### config.mk
export PLATFORM = sky130hd
export DESIGN_NAME = mem_stage
export DESIGN_NICKNAME = d
export VERILOG_FILES = /design/src/rtl/pipe_pkg.sv /design/src/rtl/mem_load_align.sv /design/src/rtl/mem_stage.sv
export SDC_FILE = /design/constraint.sdc
export NUM_CORES = 1
export LEC_CHECK = 0
export ABC_AREA = 0
export CAP_MARGIN = 20
export CORE_UTILIZATION = 50
export CTS_BUF_LIST = sky130_fd_sc_hd__clkbuf_8
export DETAILED_ROUTE_END_ITERATION = 6
export PLACE_DENSITY = 0.95
export SKIP_LAST_GASP = 1
export SLEW_MARGIN = 20
export SYNTH_ARGS = -nofsm -noshare
export SYNTH_HDL_FRONTEND = slang
export SYNTH_SLANG_ARGS = --single-unit
### constraint.sdc
create_clock -name clk -period 13.2 [get_ports clk]
set_input_delay 3.3 -clock clk [delete_from_list [all_inputs] [get_ports clk]]
set_output_delay 3.3 -clock clk [all_outputs]
set_load 0.02 [all_outputs]
### src/rtl/pipe_pkg.sv
// Shared pipeline definitions for the memory stage.
// funct3 encodings and the bus FSM state type.
package pipe_pkg;

  localparam logic [2:0] F3_LB  = 3'b000;
  localparam logic [2:0] F3_LH  = 3'b001;
  localparam logic [2:0] F3_LW  = 3'b010;
  localparam logic [2:0] F3_LBU = 3'b100;
  localparam logic [2:0] F3_LHU = 3'b101;
  localparam logic [2:0] F3_SB  = 3'b000;
  localparam logic [2:0] F3_SH  = 3'b001;
  localparam logic [2:0] F3_SW  = 3'b010;

  typedef enum logic {
    S_IDLE,
    S_BUSY
  } mem_state_e;

endpackage

### src/rtl/mem_load_align.sv
// Load data alignment: picks the addressed byte/halfword
// out of the read word and sign- or zero-extends it.
module mem_load_align
  import pipe_pkg::*;
(
  input  logic [31:0] rdata_i,
  input  logic [1:0]  addr_lo_i,
  input  logic [2:0]  funct3_i,
  output logic [31:0] data_o
);

  logic [7:0]  b;
  logic [15:0] h;

  always_comb begin
    b = rdata_i[7:0];
    unique case (addr_lo_i)
      2'd0: b = rdata_i[7:0];
      2'd1: b = rdata_i[15:8];
      2'd2: b = rdata_i[23:16];
      2'd3: b = rdata_i[31:24];
    endcase
    h = addr_lo_i[1] ? rdata_i[31:16] : rdata_i[15:0];
  end

  always_comb begin
    data_o = rdata_i;
    unique case (funct3_i)
      F3_LB:   data_o = {{24{b[7]}}, b};
      F3_LH:   data_o = {{16{h[15]}}, h};
      F3_LBU:  data_o = {24'd0, b};
      F3_LHU:  data_o = {16'd0, h};
      default: data_o = rdata_i;
    endcase
  end

endmodule

### src/rtl/mem_stage.sv
// Memory-access stage: one req/ack data-bus transaction per
// load/store, registered write-back, misalign/timeout fault.
module mem_stage
  import pipe_pkg::*;
#(
  parameter int TIMEOUT = 16
) (
  input  logic        clk,
  input  logic        rst,
  input  logic        in_valid,
  input  logic        in_mem_read,
  input  logic        in_mem_write,
  input  logic [2:0]  in_funct3,
  input  logic [31:0] in_addr,
  input  logic [31:0] in_store_data,
  input  logic        in_write_reg,
  input  logic [4:0]  in_rd,
  output logic        stall,
  output logic        dmem_req,
  output logic        dmem_we,
  output logic [31:0] dmem_addr,
  output logic [3:0]  dmem_wstrb,
  output logic [31:0] dmem_wdata,
  input  logic        dmem_ack,
  input  logic [31:0] dmem_rdata,
  output logic        wb_write_reg,
  output logic [4:0]  wb_rd,
  output logic [31:0] wb_data,
  output logic        fault
);

  localparam int CW = (TIMEOUT > 2) ? $clog2(TIMEOUT) : 1;
  localparam logic [CW-1:0] CNT_LAST = CW'(TIMEOUT - 1);

  mem_state_e  state_q;
  logic [CW-1:0] cnt_q;
  logic        req_q, we_q, wb_we_q, fault_q;
  logic [31:0] addr_q, wdata_q, wb_data_q;
  logic [3:0]  wstrb_q;
  logic [2:0]  f3_q;
  logic [1:0]  lo_q;
  logic        wr_q;
  logic [4:0]  rd_q, wb_rd_q;

  logic        mem_op, is_byte, is_half, misal_d;
  logic [3:0]  wstrb_d;
  logic [31:0] wdata_d, ld_data;

  always_comb begin
    mem_op  = in_mem_read | in_mem_write;
    is_byte = in_funct3[1:0] == F3_SB[1:0];
    is_half = in_funct3[1:0] == F3_SH[1:0];
    misal_d = 1'b0;
    wstrb_d = 4'b1111;
    wdata_d = in_store_data;
    unique case (1'b1)
      is_byte: begin
        wstrb_d = 4'b0001 << in_addr[1:0];
        wdata_d = {4{in_store_data[7:0]}};
      end
      is_half: begin
        misal_d = in_addr[0];
        wstrb_d = 4'b0011 << in_addr[1:0];
        wdata_d = {2{in_store_data[15:0]}};
      end
      default: misal_d = in_addr[1:0] != 2'b00;
    endcase
    if (!in_mem_write) begin
      wstrb_d = 4'b0000;
      wdata_d = 32'd0;
    end
  end

  mem_load_align u_align (
    .rdata_i   (dmem_rdata),
    .addr_lo_i (lo_q),
    .funct3_i  (f3_q),
    .data_o    (ld_data)
  );

  always_ff @(posedge clk or posedge rst) begin
    if (rst) begin
      state_q   <= S_IDLE;
      cnt_q     <= '0;
      req_q     <= 1'b0;
      we_q      <= 1'b0;
      addr_q    <= 32'd0;
      wstrb_q   <= 4'd0;
      wdata_q   <= 32'd0;
      f3_q      <= 3'd0;
      lo_q      <= 2'd0;
      wr_q      <= 1'b0;
      rd_q      <= 5'd0;
      wb_we_q   <= 1'b0;
      wb_rd_q   <= 5'd0;
      wb_data_q <= 32'd0;
      fault_q   <= 1'b0;
    end else begin
      wb_we_q <= 1'b0;
      fault_q <= 1'b0;
      unique case (state_q)
        S_IDLE: begin
          if (in_valid && !mem_op) begin
            wb_we_q   <= in_write_reg;
            wb_rd_q   <= in_rd;
            wb_data_q <= in_addr;
          end else if (in_valid && misal_d) begin
            fault_q <= 1'b1;
          end else if (in_valid) begin
            state_q <= S_BUSY;
            cnt_q   <= '0;
            req_q   <= 1'b1;
            we_q    <= in_mem_write;
            addr_q  <= {in_addr[31:2], 2'b00};
            wstrb_q <= wstrb_d;
            wdata_q <= wdata_d;
            f3_q    <= in_funct3;
            lo_q    <= in_addr[1:0];
            wr_q    <= in_write_reg;
            rd_q    <= in_rd;
          end
        end
        S_BUSY: begin
          // ack takes priority over an expiring timeout
          if (dmem_ack) begin
            state_q <= S_IDLE;
            req_q   <= 1'b0;
            cnt_q   <= '0;
            wb_we_q <= wr_q & ~we_q;
            wb_rd_q <= rd_q;
            if (!we_q) wb_data_q <= ld_data;
          end else if (cnt_q == CNT_LAST) begin
            state_q <= S_IDLE;
            req_q   <= 1'b0;
            cnt_q   <= '0;
            fault_q <= 1'b1;
          end else begin
            cnt_q <= cnt_q + CW'(1);
          end
        end
      endcase
    end
  end

  assign stall        = state_q == S_BUSY;
  assign dmem_req     = req_q;
  assign dmem_we      = we_q;
  assign dmem_addr    = addr_q;
  assign dmem_wstrb   = wstrb_q;
  assign dmem_wdata   = wdata_q;
  assign wb_write_reg = wb_we_q;
  assign wb_rd        = wb_rd_q;
  assign wb_data      = wb_data_q;
  assign fault        = fault_q;

endmodule
**Word level (Yosys, flattened, before mapping)**

Index checks and enable logic that the tools add are counted.

- Output and inout bits: 110
- Bits in registers: 123
- Input port bits: 111
- Word-level logic and storage cells: 92

- Add/sub/neg operators: 1
- Muxes and demuxes: 41
- Equal/unequal tests: 15
- Shifts and indexed selects: 2
- Bitwise logic cells: 6
- Reductions and logical operators: 12

Operator list:

| kind | number |
|---|---|
| two-way mux 32 bit | 4 |
| case mux 32 bit (2 select lines) | 2 |
| case mux 32 bit (4 select lines) | 1 |
| case mux 8 bit (4 select lines) | 1 |
| two-way mux 4 bit | 6 |
| two-way mux 1 bit | 16 |
| two-way mux 16 bit | 1 |
| case mux 4 bit (2 select lines) | 2 |
| != test 2 bit, second input constant | 6 |
| two-way mux 5 bit | 2 |
| case mux 1 bit (2 select lines) | 5 |
| case mux 5 bit (2 select lines) | 1 |
| AND reduction 4 bit | 2 |
| equality test 3 bit, second input constant | 2 |
| AND reduction 3 bit | 2 |
| adder 4 x 1 -> 4 bit, second input constant | 1 |
| equality test 2 x 1 -> 1 bit, second input constant | 2 |
| equality test 2 bit, second input constant | 2 |
| equality test 4 bit, second input constant | 1 |
| zero test 2 bit | 2 |
| inverter 1 bit | 4 |
| left shift 1 x 2 -> 4 bit, first input constant | 1 |
| left shift 2 x 2 -> 4 bit, first input constant | 1 |
| equality test 3 x 1 -> 1 bit, second input constant | 1 |
| other kinds (8) | 9 |

**Longest topological paths before layout**

Gate-level depths: netlist of run 1.

- Depth in word-level cells: 6
- Gate-level depth with buffers: 7

**Cells and area by module**

A second synthesis of run 1 with hierarchy kept.

- Cell total of the unflattened synthesis: 551
- Area, all modules: 6498.7 µm²

By module, submodules not included:

| module | cells an instance | instances | area an instance (µm²) |
|---|---|---|---|
| mem_stage | 441 | 1 | 5849.4 |
| mem_load_align | 110 | 1 | 649.4 |

**Worst setup path after synthesis of run 1**

OpenSTA, ideal clock, no wires.

- Path type: input port to flip-flop
- From: in in_addr[1]
- To: reg addr_q[10], in the netlist dmem_addr[10]
- Library setup time: 125 ps
- Path slack: 8526 ps
- Arrival: 4550 ps
- Buffers on the path: 3
- Stages: 6
- Cells stage by stage: clkbuf_2 -> a21oi_1 -> o211ai_1 -> buf_2 -> buf_2 -> mux2_2

- Word-level cells in the longest chain between the ends: 5

RTL lines:

| element | line | RTL |
|---|---|---|
| from (decl) | mem_stage.sv:14 | `input logic [31:0] in_addr,` |
| nonzero test 2 bit | mem_stage.sv:66 | `default: misal_d = in_addr[1:0] != 2'b00;` |
| case mux 1 bit (2 select lines) | mem_stage.sv:56 | `unique case (1'b1)` |
| logical AND 1 bit | mem_stage.sv:107 | `end else if (in_valid && misal_d) begin` |
| inverter 1 bit (no source line) | -- |  |
| AND reduction 4 bit (no source line) | -- |  |
| to (signal assigned) | mem_stage.sv:114 | `addr_q <= {in_addr[31:2], 2'b00};` |
| to (decl) | mem_stage.sv:38 | `logic [31:0] addr_q, wdata_q, wb_data_q;` |

No other way between the ends.
A chain may end at the register's enable or synchronous reset.

**Final worst setup path of run 1**

- From: in in_funct3[0]
- To: reg addr_q[11], in the netlist dmem_addr[11]

- Word-level cells in the longest chain between the ends: 5
- Elaborated cells on any way between the ends: 6
- Those cells by class: eq/ne (1); mux (1); bitwise (1); reduce/logical (3)

RTL lines:

| element | line | RTL |
|---|---|---|
| from (decl) | mem_stage.sv:13 | `input logic [2:0] in_funct3,` |
| equality test 2 x 1 -> 1 bit / zero test 2 bit (equally long branches) | mem_stage.sv:52, mem_stage.sv:51 |  |
| case mux 1 bit (2 select lines) (*) | mem_stage.sv:56 |  |
| logical AND 1 bit (*) | mem_stage.sv:107 |  |
| inverter 1 bit (no source line) (*) | -- |  |
| AND reduction 4 bit (no source line) (*) | -- |  |

Every way passes the cells marked *; elsewhere a longest branch is shown, timed or not.

==> results of run 1 <==
==> metrics by stage <==
| step | std cells | power (uW) |
|---|---|---|
| 6_report | 941 | 1500 |
| 3_3_place_gp | 909 | 1130 |
| 2_1_floorplan | 588 | 857 |
| 3_5_place_dp | 909 | 1160 |
| 4_1_cts | 941 | 1500 |
| 5_1_grt | 941 | 1560 |
==> cells in the mapped netlist, drive strengths merged (4+ instances only) <==
cell type  instances
nor2              35
clkbuf            22
o21ai             60
nor3              20
a32o               4
a22o               4
mux2              44
mux2i             33
a211oi            20
o32a               4
dfrtp            123
nand2            102
o31ai             16
nand2b             4
buf               23
nor2b              8
a21oi             16
o221ai             8
nand3             11
==> final timing paths <==
path                                              endpoint  slack (ps)  cells after the start
worst min-delay path             dmem_wdata[7]$_DFFE_PP0P_         490                      2
worst min register to register   dmem_wdata[7]$_DFFE_PP0P_         490                      2
worst max-delay path             dmem_addr[11]$_DFFE_PP0P_        7510                      5
worst max register to register   dmem_addr[11]$_DFFE_PP0P_       10540                      4
max in group asynchronous        dmem_addr[18]$_DFFE_PP0P_        8530                      3
min in group asynchronous       dmem_wdata[16]$_DFFE_PP0P_        3330                      2
==> worst reg2reg max path: stages, from the launching register on <==
cell      delay, ps
dfrtp_2        1110
nor2b_1         200
o211ai_1        180
buf_4           600
mux2_2          450
==> final cells by class <==
cell class | instances | area share (%)
clock inverter | 13 | 1.68
multi-input combinational | 415 | 31.0
clock buffer | 19 | 3.06
timing repair buffer | 223 | 25.9
tap | 143 | 2.09
sequential | 123 | 36.0
inverter | 5 | 0.249
==> where the power goes <==
part           internal, uW  total, uW  switching, uW
clock                   178        338            160
sequential              482        576           93.8
combinational           287        582            295
==> per-layer routing <==
| layer | routed length, um | vias up | track usage, % |
|---|---|---|---|
| li1 | - | 2500 | - |
| met1 | 7270 | 2731 | 38.7 |
| met2 | 9670 | 370 | 54.5 |
| met3 | 1740 | 60 | 8.26 |
| met4 | 779 | 0 | 16.8 |
| met5 | 0 | - | 0 |
==> cells in the final DEF, fill, tap and decap left out, types with 2 or more instances in the layout <==
master	Yosys	routed
o32a_1	4	4
clkinvlp_4	0	4
nor2b_1	8	8
o21ai_0	54	54
inv_1	3	2
nand2_1	102	102
nor2_1	35	34
mux2i_1	33	33
a21oi_1	15	15
o211ai_1	2	2
bufinv_16	0	2
clkinv_4	0	4
a211oi_1	20	20
dfrtp_1	123	122
o21ai_1	6	6
nor3_1	20	20
nand3b_1	2	2
nor3b_1	2	2
clkinv_1	2	2
a32o_1	4	4
conb_1	1	2
clkinv_2	0	2
clkbuf_8	0	19
clkdlybuf4s50_1	0	217
mux2_2	44	44
a22o_1	4	4
a31o_2	3	3
o221ai_1	8	8
nand2b_1	4	4
nand3_1	11	11
buf_4	2	5
o311ai_0	2	2
o31ai_1	16	16
==> logic make-up after synthesis <==
kind of cell | Yosys count | synth area share (%)
AOI/OAI and AO/OA | 145 | 16.1
DFF | 123 | 51.8
muxes | 78 | 14.3
other | 1 | 0.0631
buffers and inverters | 50 | 3.71
and+or+nand+nor | 189 | 13.8
adders and majority gates | 1 | 0.211
==> flow_summary.json, run 1 <==
{
  "synth_area_leaders": "dfrtp_1 52%, mux2_2 8.3%, nand2_1 6.4%",
  "port_buffers": 218,
  "place_area_um2": 8150,
  "synth_top_area_share_pct": 51.8,
  "cts_tree": "built",
  "syn_avg_cell_area_um2": 10.1,
  "setup_slack_ps": 7510,
  "critPathCaptureType": "register",
  "violations": "design-rule violations",
  "maxCapViolCount": 0,
  "grt_pass1_vias": 5577,
  "seq_area_frac_synth_pct": 51.8,
  "synthToLayoutAreaGrowth_pct": 43.9,
  "fp.dieH_um": 111,
  "grt_pass1_wl_um": 30400,
  "hold_ws_ps": 489,
  "cts_resized": 0,
  "clk_latency_ps": 450,
  "final-hold-violation-count": 0,
  "clk_path_buf_depth": 2,
  "multi_input_area_um2": 2650,
  "finClkSkew_ps": 10.1,
  "path_cells": "clkdlybuf4s50_1, nor2_1, o211ai_1, buf_4, mux2_2",
  "wl_per_cell_um": 20.7,
  "drt_iter0_markers": 537,
  "period_share_pct": 43.1,
  "final_antenna_net_count": 0,
  "synth_cell_types": 46,
  "post_cts_buffers": 0,
  "grt_max_degree": 68,
  "rows": 39,
  "period_minus_slack_ps": 5690,
  "pre_cts_ws_ps": 6610,
  "final_util_pct": 74.2,
  "insertedDiodeCount": 0,
  "grt_usage_pct": 32.5,
  "ctsHoldBuffers": 0,
  "fin_setup_tns_ps": 0,
  "drc_errors": 40,
  "gr-total-overflow": 0,
  "power_density_nw_per_um2": 175,
  "vias": 5661,
  "critPathLaunch": "in_funct3[0]",
  "antenna_found_initial": 0,
  "routabilityCongestion": 0.920,
  "rsz0062_at_grt": "no",
  "dieArea_um2": 12300,
  "synth_edf_count": 0,
  "max_stage_delay_ps": 920,
  "layout-drive-gt1-share_pct": 11.5,
  "r2r_start": "stall$_DFF_PP0_",
  "min-delay-start": "dmem_wdata[7]$_DFFE_PP0P_",
  "ios": 221,
  "wirelength_um": 19500,
  "cp_max_fo": 58,
  "max_clock_freq_mhz": 176,
  "yosysTopAreaCell": "dfrtp_1",
  "fillers": 740,
  "seqCellArea_um2": 3080,
  "cts-root-buf": "clkbuf_8",
  "critPathBufInv": 2,
  "ys_ff_latch": 123,
  "syn_inst": 587,
  "drtPass1Iterations": 7,
  "final_nets": 897,
  "finalMaxSlewViolations": 0,
  "path_clk_slew_ps": 70,
  "slowest_stage": "clkdlybuf4s50_1",
  "hpwl_um": 13700,
  "irDropWorstVdd_uv": 82.5,
  "coreArea_um2": 11500,
  "hold_path.class": "register to register",
  "critPathLaunchType": "primary input",
  "path_class": "primary input to register",
  "synthFlopType": "dfrtp_1",
  "async_flop_share_pct": 100,
  "die_w_um": 111,
  "cts_buffers": 17,
  "path_delay_family": "buffers and inverters",
  "tightestPinTransition_ps": 1110,
  "initial_utilization_pct": 51.6,
  "h-tree-depth": 4,
  "arrival_ps": 6020,
  "finalSetupViolations": 0,
  "status": "finished, violations left",
  "via_per_inst": 6.02,
  "cp_data_required_time_ps": 13530,
  "stdcell_area_um2": 8550,
  "yosys_warnings": 0,
  "slew_headroom_pct": 25.9,
  "clock_sinks": 123,
  "syn-cell-area_um2": 5940,
  "leakagePower_uw": 0.00353
}
No activity file was read; power rests on OpenSTA's default activity.
==> inputs of run 2 (changes only) <==
- CORE_UTILIZATION: 50 -> 46
- PLACE_DENSITY: 0.95 -> 0.94
- clock period: 13.2 -> 5.5 ns (I/O delays scaled with it)
==> flow_summary.json, run 2 (synthesis gave the netlist of run 1 again) <==
{
  "status": "finished, violations left",
  "violations": "design-rule violations",
  "clk_path_buf_depth": 2,
  "mostFrequentLayoutCells": "218 x clkdlybuf4s50_1, 122 x dfrtp_1, 102 x nand2_1",
  "wl_per_cell_um": 18.7,
  "layout-drive-gt1-share_pct": 12.0,
  "via_per_inst": 5.63,
  "tightestPinTransition_ps": 1040,
  "period_share_pct": 62.8,
  "irDropWorstVdd_uv": 165,
  "rows": 41,
  "cts_buffers": 17,
  "drc_errors": 2,
  "initial_utilization_pct": 47.1,
  "vias": 5490,
  "min-delay-start": "dmem_wdata[23]$_DFFE_PP0P_",
  "path_clk_slew_ps": 80,
  "arrival_ps": 3770,
  "critPathBufInv": 2,
  "fillers": 940,
  "period_minus_slack_ps": 3450,
  "slowest_stage": "clkdlybuf4s50_1",
  "grt_max_degree": 70,
  "hpwl_um": 13200,
  "port_buffers": 218,
  "hold_path.class": "register to register",
  "power_density_nw_per_um2": 416,
  "synthToLayoutAreaGrowth_pct": 45.8,
  "final_antenna_net_count": 0,
  "min_to": "dmem_wdata[23]$_DFFE_PP0P_",
  "final-hold-violation-count": 0,
  "finalMaxSlewViolations": 0,
  "cts-root-buf": "clkbuf_8",
  "pre_cts_ws_ps": 1620,
  "insertedDiodeCount": 0,
  "drt_iter0_markers": 478,
  "finClkSkew_ps": 13.7,
  "clock_sinks": 123,
  "cp_max_fo": 69,
  "ff2ff_setup_slack_ps": 3020,
  "grt_pass1_wl_um": 28300,
  "gr-total-overflow": 0,
  "routabilityCongestion": 0.848,
  "finalSetupViolations": 0,
  "clk_latency_ps": 440,
  "max_stage_delay_ps": 890,
  "max_clock_freq_mhz": 290,
  "grt_pass1_vias": 5400,
  "drtPass1Iterations": 7,
  "antenna_found_initial": 0,
  "seqCellArea_um2": 3080,
  "critPathCaptureType": "register",
  "ios": 221,
  "r2r_start": "stall$_DFF_PP0_",
  "coreArea_um2": 12600,
  "path_class": "primary input to register",
  "final_common_cell": "clkdlybuf4s50_1",
  "leakagePower_uw": 0.00357,
  "fin_setup_tns_ps": 0,
  "cts_resized": 0,
  "maxCapViolCount": 0,
  "slew_headroom_pct": 30.7,
  "multi_input_area_um2": 2650,
  "dieArea_um2": 13400,
  "path_delay_family": "buffers and inverters",
  "grt_usage_pct": 28.2,
  "die_w_um": 116,
  "ctsHoldBuffers": 0,
  "path_cells": "clkdlybuf4s50_1, nor2_1, o211ai_1, buf_4, mux2_2",
  "rsz0062_at_grt": "no",
  "fp.dieH_um": 116,
  "setup_slack_ps": 2050,
  "reg2reg_to": "wb_data[27]$_DFFE_PP0P_",
  "critPathLaunchType": "primary input",
  "min_delay_path_depth": 2,
  "h-tree-depth": 4,
  "cts_tree": "built",
  "post_cts_buffers": 0,
  "final_nets": 902,
  "cp_data_required_time_ps": 5810,
  "rr_worst_depth": 6,
  "wirelength_um": 18200
}
==> run 2: cell count changes in the layout (fill, tap and decap cells not counted), sizes merged <==
| cell | previous run | this run |
|---|---|---|
| clkinv | 8 | 7 |
| bufinv | 2 | 3 |
| clkdlybuf4s50 | 217 | 218 |
| inv | 4 | 5 |
| buf | 6 | 10 |
| clkinvlp | 4 | 3 |
==> run 2: worst max-delay path by stage <==
stage	startpoint	endpoint	cells past startpoint
4_1_cts	in_funct3[0]	dmem_addr[7]$_DFFE_PP0P_	5
6_report	in_funct3[0]	dmem_addr[7]$_DFFE_PP0P_	5
2_1_floorplan	rst	cnt_q[0]$_DFFE_PP0P_	1
5_1_grt	in_funct3[0]	dmem_addr[7]$_DFFE_PP0P_	5
3_3_place_gp	in_funct3[0]	dmem_addr[11]$_DFFE_PP0P_	5
3_5_place_dp	in_funct3[0]	dmem_addr[7]$_DFFE_PP0P_	5
==> run 2: metrics by stage <==
stage / utilization [%] / power, uW / instance area [um2] / hold slack [ps] / cells
floorplan: - / 2060 / 5940 / 461 / 588
global placement: 65.2 / 2720 / 8230 / 458 / 943
detailed placement: 65.2 / 2760 / 8230 / 466 / 943
CTS: 68.6 / 3620 / 8660 / 484 / 975
global route: 68.6 / 3790 / 8660 / 506 / 975
finish: 68.6 / 3600 / 8660 / 478 / 975
==> run 2: final cells by class <==
cell class / count / share of cell area, %
Sequential cell: 123 / 35.5
Inverter: 5 / 0.246
Clock inverter: 13 / 1.92
Multi-Input combinational cell: 415 / 30.6
Clock buffer: 19 / 3.02
Timing Repair Buffer: 228 / 26.2
Tap cell: 172 / 2.48
==> run 2: per-layer routing <==
layer / up-vias / GRT usage, % / routed length [um]
li1: 2505 / - / -
met3: 50 / 9.05 / 1610
met4: 0 / 15.2 / 746
met1: 2632 / 33.5 / 7120
met2: 303 / 45.9 / 8710
met5: - / 0 / 0
==> run 2: tightest hold or removal path, cell delays in order (launching register included) <==
cell and delay [ps]:
dfrtp_1 350, nand2_1 50, o31ai_1 50
==> run 2: report_power, final <==
| group | total (uW) | leakage (uW) | internal [uW] | switching, uW |
|---|---|---|---|---|
| clock | 852 | 0.000209 | 475 | 377 |
| sequential | 1350 | 0.00151 | 1160 | 196 |
| combinational | 1400 | 0.00186 | 692 | 706 |
| total | 3600 | 0.00357 | 2330 | 1280 |
==> inputs of run 3 (changes only) <==
- clock period: 5.5 -> 3.21 ns (I/O delays scaled with it)
==> flow_summary.json, run 3 (synthesis gave the netlist of run 1 again) <==
{
  "status": "finished clean",
  "hold_ws_ps": 480,
  "maxCapViolCount": 0,
  "drt_iter0_markers": 529,
  "antenna_found_initial": 1,
  "dieArea_um2": 13400,
  "critPathLaunch": "dmem_rdata[15]",
  "mostFrequentLayoutCells": "218 x clkdlybuf4s50_1, 122 x dfrtp_1, 102 x nand2_1",
  "irDropWorstVdd_uv": 331,
  "clk_path_buf_depth": 2,
  "wirelength_um": 19000,
  "worst-path-stages": 5,
  "tightestPinTransition_ps": 696,
  "critPathLaunchType": "primary input",
  "cts_tree": "built",
  "finalMaxSlewViolations": 0,
  "finalSetupViolations": 0,
  "coreArea_um2": 12600,
  "ff2ff_setup_slack_ps": 1060,
  "min_delay_path_depth": 2,
  "port_buffers": 218,
  "cp_data_required_time_ps": 3500,
  "insertedDiodeCount": 0,
  "ios": 221,
  "fp.dieH_um": 116,
  "power_uw": 6170,
  "clock_sinks": 123,
  "ctsHoldBuffers": 0,
  "rsz0062_at_grt": "no",
  "hold_path.class": "register to register",
  "finClkSkew_ps": 9.37,
  "layout-drive-gt1-share_pct": 12.2,
  "path_delay_family": "multiplexers",
  "critPathCaptureType": "register",
  "critPathBufInv": 1,
  "grt_usage_pct": 29.8,
  "max_stage_delay_ps": 490,
  "die_w_um": 116,
  "grt_max_degree": 87,
  "final_nets": 908,
  "path_class": "primary input to register",
  "period_share_pct": 75.8,
  "grt_pass1_wl_um": 29700,
  "routabilityCongestion": 0.840,
  "fin_setup_tns_ps": 0,
  "cts_buffers": 17,
  "rr_worst_depth": 6,
  "power_density_nw_per_um2": 708,
  "r2r_start": "stall$_DFF_PP0_",
  "arrival_ps": 2720,
  "final_util_pct": 69.0,
  "wl_per_cell_um": 19.4,
  "final_common_cell": "clkdlybuf4s50_1",
  "gr-total-overflow": 0,
  "drc_errors": 0,
  "max_clock_freq_mhz": 411,
  "slowest_stage": "clkdlybuf4s50_1",
  "h-tree-depth": 4,
  "post_cts_buffers": 0,
  "final_antenna_net_count": 0,
  "vias": 5643,
  "via_per_inst": 5.75,
  "slew_headroom_pct": 53.4,
  "cts_resized": 0,
  "grt_pass1_vias": 5650,
  "initial_utilization_pct": 47.1,
  "cp_max_fo": 16,
  "period_minus_slack_ps": 2430,
  "cts-root-buf": "clkbuf_8",
  "drtPass1Iterations": 5,
  "path_clk_slew_ps": 70,
  "reg2reg_to": "wb_data[24]$_DFFE_PP0P_",
  "critPathCapture": "wb_data[22]$_DFFE_PP0P_",
  "final-hold-violation-count": 0,
  "leakagePower_uw": 0.00361,
  "hpwl_um": 13700,
  "clk_latency_ps": 440,
  "synthToLayoutAreaGrowth_pct": 46.6,
  "path_cells": "clkdlybuf4s50_1, mux2_2, mux4_2, a21oi_4, a211oi_1",
  "rows": 41
}
run 3: changes by cell type in the layout (fill, tap and decap cells not counted), sizes merged:
cell	before	now
buf	10	16
clkbuf	19	18
clkinvlp	3	4
run 3: area by class of cell:
type	instances	area, um2
clock buffers	18	248
clock inverters	14	156
fillers	926	3910
inverters	5	22.5
multi-input cells	415	2650
flip-flops and latches	123	3080
well taps	172	215
repair buffers	234	2340
run 3: routing by layer:
layer	global-route usage (%)	wire, um	vias up
met3	10.0	2050	79
met4	16.3	826	2
met1	33.3	6840	2685
met2	50.4	9290	347
met5	0	13	-
li1	-	-	2530
run 3: through the flow:
stage	instance area (um2)	cells	setup slack (ps)
6_report	8710	981	778
5_1_grt	8710	981	736
4_1_cts	8710	981	806
3_5_place_dp	8310	949	353
3_3_place_gp	8310	949	383
2_1_floorplan	5950	588	896
run 3: worst min path at each step:
stage,start,end,slack [ps]
after CTS,dmem_wdata[17]$_DFFE_PP0P_,dmem_wdata[17]$_DFFE_PP0P_,480
after floorplan,wr_q$_DFFE_PP0P_,wb_write_reg$_DFF_PP0_,460
after detailed placement,dmem_wdata[17]$_DFFE_PP0P_,dmem_wdata[17]$_DFFE_PP0P_,470
after global placement,dmem_wdata[17]$_DFFE_PP0P_,dmem_wdata[17]$_DFFE_PP0P_,460
after global routing,dmem_wstrb[1]$_DFFE_PP0P_,dmem_wstrb[1]$_DFFE_PP0P_,510
final,dmem_wdata[17]$_DFFE_PP0P_,dmem_wdata[17]$_DFFE_PP0P_,480
run 3: worst reg2reg max path: cells and delay by family, from the launching register on:
kind                   cells  cell delay (ps)
buffers and inverters      2              750
DFF                        1              460
and+or+nand+nor            3              680
AOI/OAI and AO/OA          1              120
run 3: where the power goes:
| group | total [uW] | internal [uW] | switching, uW |
|---|---|---|---|
| Sequential | 2300 | 1990 | 312 |
| Combinational | 2470 | 1200 | 1270 |
| Clock | 1400 | 776 | 627 |
